File: src/rtl/sipo_frame_ctrl.sv
// Frame sequencer for a serial-in/parallel-out shift register with bit and word handshakes.
// Optional even-parity check is enabled by defining SIPO_PARITY_CHECK_EN.
module sipo_frame_ctrl #(
    parameter int unsigned WIDTH = 4
) (
    input  logic             clk,
    input  logic             r,
    input  logic             start,
    input  logic             sin,
    input  logic             sin_valid,
    output logic             sin_ready,
    output logic [WIDTH-1:0] pout,
    output logic             pout_valid,
    input  logic             pout_ready,
    output logic             busy,
    output logic             frame_drop,
    output logic             par_err
);

    localparam int unsigned CW = $clog2(WIDTH + 1);

    typedef enum logic [1:0] {
        IDLE   = 2'd0,
        SHIFT  = 2'd1,
`ifdef SIPO_PARITY_CHECK_EN
        PARITY = 2'd2,
`endif
        HOLD   = 2'd3
    } state_t;

    state_t          state;
    logic [WIDTH-1:0] sr;
    logic [CW-1:0]    cnt;

    assign pout = sr;

`ifdef SIPO_PARITY_CHECK_EN
    logic par_err_q;
    assign par_err = par_err_q;
`else
    assign par_err = 1'b0;
`endif

    // Sequencer: state, datapath and all handshake outputs update together.
    always_ff @(posedge clk) begin
        if (r) begin
            state      <= IDLE;
            sr         <= '0;
            cnt        <= '0;
            sin_ready  <= 1'b0;
            pout_valid <= 1'b0;
            busy       <= 1'b0;
            frame_drop <= 1'b0;
`ifdef SIPO_PARITY_CHECK_EN
            par_err_q  <= 1'b0;
`endif
        end else begin
            frame_drop <= 1'b0;
            case (state)
                IDLE: begin
                    if (start) begin
                        sr        <= '0;
                        cnt       <= '0;
                        state     <= SHIFT;
                        sin_ready <= 1'b1;
                        busy      <= 1'b1;
                    end
                end
                SHIFT: begin
                    if (start) begin
                        frame_drop <= 1'b1;
                    end
                    if (sin_valid) begin
                        sr  <= {sr[WIDTH-2:0], sin};
                        cnt <= cnt + CW'(1);
                        if (cnt == CW'(WIDTH - 1)) begin
`ifdef SIPO_PARITY_CHECK_EN
                            state      <= PARITY;
`else
                            state      <= HOLD;
                            sin_ready  <= 1'b0;
                            pout_valid <= 1'b1;
`endif
                        end
                    end
                end
`ifdef SIPO_PARITY_CHECK_EN
                PARITY: begin
                    if (start) begin
                        frame_drop <= 1'b1;
                    end
                    // Parity bit is checked against the word but never shifted in.
                    if (sin_valid) begin
                        par_err_q  <= ^{sr, sin};
                        state      <= HOLD;
                        sin_ready  <= 1'b0;
                        pout_valid <= 1'b1;
                    end
                end
`endif
                HOLD: begin
                    if (pout_ready) begin
                        pout_valid <= 1'b0;
`ifdef SIPO_PARITY_CHECK_EN
                        par_err_q  <= 1'b0;
`endif
                        if (start) begin
                            sr        <= '0;
                            cnt       <= '0;
                            state     <= SHIFT;
                            sin_ready <= 1'b1;
                        end else begin
                            state <= IDLE;
                            busy  <= 1'b0;
                        end
                    end else if (start) begin
                        frame_drop <= 1'b1;
                    end
                end
                default: begin
                    state      <= IDLE;
                    sin_ready  <= 1'b0;
                    pout_valid <= 1'b0;
                    busy       <= 1'b0;
                end
            endcase
        end
    end

endmodule

File: config.mk
export PLATFORM = sky130hd
export DESIGN_NAME = sipo_frame_ctrl
export DESIGN_NICKNAME = d
export VERILOG_FILES = /design/src/rtl/sipo_frame_ctrl.sv
export SDC_FILE = /design/constraint.sdc
export NUM_CORES = 1
export LEC_CHECK = 0
export ABC_CLOCK_PERIOD_IN_PS = 1600
export BUFFER_PORTS_ARGS = -buffer_cell sky130_fd_sc_hd__buf_4
export CAP_MARGIN = 30
export CORE_UTILIZATION = 40
export CTS_CLUSTER_DIAMETER = 120
export DETAILED_ROUTE_END_ITERATION = 7
export GPL_TIMING_DRIVEN = 0
export PLACE_DENSITY = 0.67
export SYNTH_ARGS = -nofsm -noshare
export SYNTH_HDL_FRONTEND = slang
export SYNTH_SLANG_ARGS = --single-unit
File: constraint.sdc
create_clock -name clk -period 1.6 [get_ports clk]
set_clock_uncertainty 0.2 [all_clocks]
set_input_delay 0.24 -clock clk [delete_from_list [all_inputs] [get_ports clk]]
set_output_delay 0.24 -clock clk [all_outputs]
set_load 0.05 [all_outputs]
==> metrics.md <==
| Metric | Value |
|---|---|
| Status | `complete, but fails checks` |
| Failing checks | `setup timing` |
| Global-route wire length before repair | `between 2000 and 3000 um` |
| Worst Setup SP | `state[1]$_SDFFE_PP0P_` |
| Initial antenna violation count | `0` |
| Maximum fanout along the worst path | `4` |
| Grt total ovfl | `0` |
| Vias per inst | `5.11` |
| Setup WS pre-CTS | `-0.206 ns` |
| Syn Std Cell Area | `around 780 um2` |
| Placed cell area | `~910 um2` |
| Effective utilization at floorplan | `44.0%` |
| P_int | `1.02 mW` |
| Max Cap Violations | `0` |
| Routing usage on met3 | `under 10%` |
| Avg Inst Size Synth | `approximately 9.5 um2` |
| Crit Path Category | `reg2reg` |
| Tcrit/Tclk final | `106%` |
| Net Count, Synth | `95` |
| Reg power frac | `approximately 28%` |
| Met1 Use GR | `between 20 and 25%` |
| Post-route cell area | `approximately 0.0011 mm2` |
| Gate power share | `60.4%` |
| Power per cell area | `between 1500 and 2000 mW/mm2` |
| Worst setup path end | `pout[1]$_SDFFE_PP0P_` |
| Num Clock Sinks | `13` |
| Area of the core | `0.00176 mm2` |
| Detailed-placement wirelength estimate | `1120 um` |
| H-tree depth | `1` |
| Die W | `between 40 and 50 um` |
| Hold crit path type | `in2reg` |
| Die area | `between 0.002 and 0.0025 mm2` |
| Number of global-route vias before repair | `593` |
| Minimum clock period | `1.70 ns` |
| Sum of negative setup slack | `-0.613 ns` |
| Worst R2R Setup Slack | `-0.10 ns` |
| Largest net degree at the start of global routing | `11` |
| Worst r2r src | `state[1]$_SDFFE_PP0P_` |
| Top Usage Layer GRT | `met2` |
| Final Wtd Congestion | `between 0.7 and 0.8` |
| Inserted Clock Buffers | `3` |
| GR Util met2 | `~28%` |
| Critical path depth | `6` |
| Achievable Freq | `~590 MHz` |
| Num rows | `15` |
| Unrepaired setup endpoints after global routing | `yes` |
| GRT Overall Usage | `17.9%` |
| Slew Viols, Final | `0` |
| Kind of cell adding the most delay to the critical path | `compound AO/OA/AOI/OAI gates` |
| Synth warnings | `0` |
| Die Y | `46.0 um` |
| I/O pins | `15` |
| Post-DRT Antenna Nets | `0` |
| Drt wl/cell | `between 10 and 15 um` |
| P_sw | `around 750 uW` |
| Clock-pin slew on the worst setup and hold paths | `~0.09 ns` |
| Hold Vio Cnt, Final | `0` |
| CP cell instances | `inv_4 -> ha_4 -> nor2b_4 -> buf_2 -> o311a_1 -> a41o_1` |
| Total Nets Final | `about 120` |
| DR DRC count | `0` |
| Share of layout cells above drive strength 1 | `slightly below 50%` |
| Synthesized instance count | `82` |
| Hold_buf cts | `0` |
| WP buf/inv | `2` |
| Slowest-stage cell, CP | `dfxtp_4` |
| Sw frac | `between 40% and 50%` |
| Layout Utilization | `around 64%` |
| Setup crit start kind | `flip-flop` |
| DR iter-0 viols | `27` |
| Clock Tree Root | `clkbuf_4` |
| Max incr delay on CP | `0.40 ns` |
| CP required | `1.58 ns` |
| Vias | `a little under 700` |
| Peak supply drop | `between 1 and 1.5 mV` |
| CTS tree | `built` |
| Flop and latch count out of synthesis | `13` |
| P&R area growth vs syn | `44.7%` |
| Clock Latency Late Sink | `between 0.2 and 0.3 ns` |
| Arrival @ worst endpoint | `1.68 ns` |
| # setup viols final | `10` |
| PortBufs | `12` |
| Antenna fix cells | `0` |
| Leakage | `slightly below 0.5 nW` |
| TritonRoute pass-1 iters | `4` |
| Sequential share of the synthesized area | `about a third` |
| Final WS setup | `-0.103 ns` |
| Yosys cell types | `33` |
| Reg-to-reg critical path endpoint | `pout[1]$_SDFFE_PP0P_` |
| Overall routed net length | `about 1800 um` |
| Hold Slack | `around 0.030 ns` |
| CTS Buffer Depth | `2` |
| Clk pwr share | `a little under an eighth` |
| Crit end category | `flip-flop` |
| Reg2Reg Depth | `6` |
[state kept, by name, summed over array words and instances (netlist names)]
signal      cells
pout_valid      1
sin_ready       1
busy            1
state           2
pout            4
cnt             3
frame_drop      1
[routing by layer]
metal,vias to the layer above,part of all wire [%],wire [um]
met5,-,0,0
li1,348,-,-
met1,313,44,769
met4,0,0.34,6
met2,17,51,893
met3,2,5.5,97
[worst register-to-register path, delay by kind of cell (launching register included)]
family / cells / cell delay [ns]
AO/OA/AOI/OAI: 2 / 0.53
adder cells (fa/ha/maj): 1 / 0.16
buffers and inverters: 2 / 0.21
flip-flops: 1 / 0.40
AND/OR/NAND/NOR: 1 / 0.12
[timing repair]
action,CTS,global route
resized for setup,18,14
setup buffers,3,7
gates cloned,1,0
pin swaps,3,6
hold endpoints to repair,0,0
setup endpoints to repair,10,13
[stage by stage]
step           total power, mW  cells
2_1_floorplan             1.04     82
3_3_place_gp              1.19    119
3_5_place_dp              1.20    119
4_1_cts                   1.57    127
5_1_grt                   1.86    133
6_report                  1.77    133
[power groups by stage]
stage	clock [mW]	combinational [mW]	sequential, mW
detailed placement	0	0.743	0.460
finish	0.213	1.07	0.489
floorplan	0	0.489	0.552
CTS	0.218	0.876	0.479
global placement	0	0.736	0.455
global route	0.227	1.14	0.498
[cells in the mapped netlist]
master | count | area (um2)
buf_2 | 1 | 5.00
o21bai_1 | 1 | 7.51
buf_4 | 1 | 7.51
a2111oi_4 | 1 | 27.5
a211oi_1 | 2 | 15.0
a41o_1 | 3 | 30.0
nand2b_1 | 3 | 18.8
o22ai_1 | 1 | 6.26
nor2b_4 | 1 | 13.8
a21oi_1 | 3 | 15.0
a211o_1 | 1 | 8.76
o41a_1 | 1 | 11.3
dfxtp_1 | 13 | 260
nor3_2 | 1 | 10.0
conb_1 | 1 | 3.75
nor2b_1 | 4 | 25.0
or2b_1 | 1 | 7.51
nor3_1 | 3 | 15.0
buf_6 | 1 | 11.3
nor4_1 | 1 | 6.26
o31ai_1 | 1 | 7.51
ha_1 | 7 | 87.6
mux2i_1 | 4 | 40.0
o32ai_1 | 1 | 8.76
or2_2 | 2 | 12.5
nand2_1 | 6 | 22.5
nand3_1 | 2 | 10.0
nor2_1 | 1 | 3.75
nand4_1 | 1 | 6.26
inv_1 | 6 | 22.5
clkbuf_1 | 3 | 11.3
a22oi_1 | 1 | 7.51
o311a_1 | 3 | 30.0
[how the worst min path moves through the flow]
| stage | start | to | slack, ns | cells after the start |
|---|---|---|---|---|
| finish | sin | pout[0]$_SDFFE_PP0P_ | 0.03 | 2 |
| global route | sin | pout[0]$_SDFFE_PP0P_ | 0.02 | 2 |
| detailed placement | pout[3]$_SDFFE_PP0P_ | pout[3]$_SDFFE_PP0P_ | 0.26 | 2 |
| floorplan | sin | pout[0]$_SDFFE_PP0P_ | 0.20 | 1 |
| global placement | pout[3]$_SDFFE_PP0P_ | pout[3]$_SDFFE_PP0P_ | 0.24 | 2 |
| CTS | sin | pout[0]$_SDFFE_PP0P_ | 0.01 | 2 |
[cell families after synthesis]
group           Yosys count  share of synthesized area [%]
other cells               1                          0.483
fa+ha+maj                 7                           11.3
mux                       4                           5.16
buf+inv                  12                           7.42
flops                    13                           33.5
simple gates             26                           19.5
compound gates           19                           22.6
[final cells by class]
type	count	area [um2]
tap	25	31.3
timing repair buffer	23	170
multi-input combinational	57	563
inverter	6	27.5
sequential	13	270
clock buffer	4	26.3
buffer	5	33.8
fill	153	642
[layout by cell type (no fill, tap or decap), types with 2 or more instances in the layout]
cell type / Yosys / routed
ha_4: 0 / 4
ha_2: 0 / 2
dfxtp_2: 0 / 2
inv_1: 6 / 4
nor2b_4: 1 / 3
a41o_1: 3 / 3
inv_4: 0 / 2
dfxtp_4: 0 / 2
clkbuf_1: 3 / 3
clkbuf_4: 0 / 3
nand3_1: 2 / 2
dfxtp_1: 13 / 9
a21oi_1: 3 / 3
nand2_1: 6 / 6
nand2b_1: 3 / 2
or2_2: 2 / 2
buf_4: 1 / 24
o311a_1: 3 / 3
nor2b_1: 4 / 2
mux2i_1: 4 / 4
nor3_1: 3 / 3
Note: power is estimated with default switching activity, not from simulation.
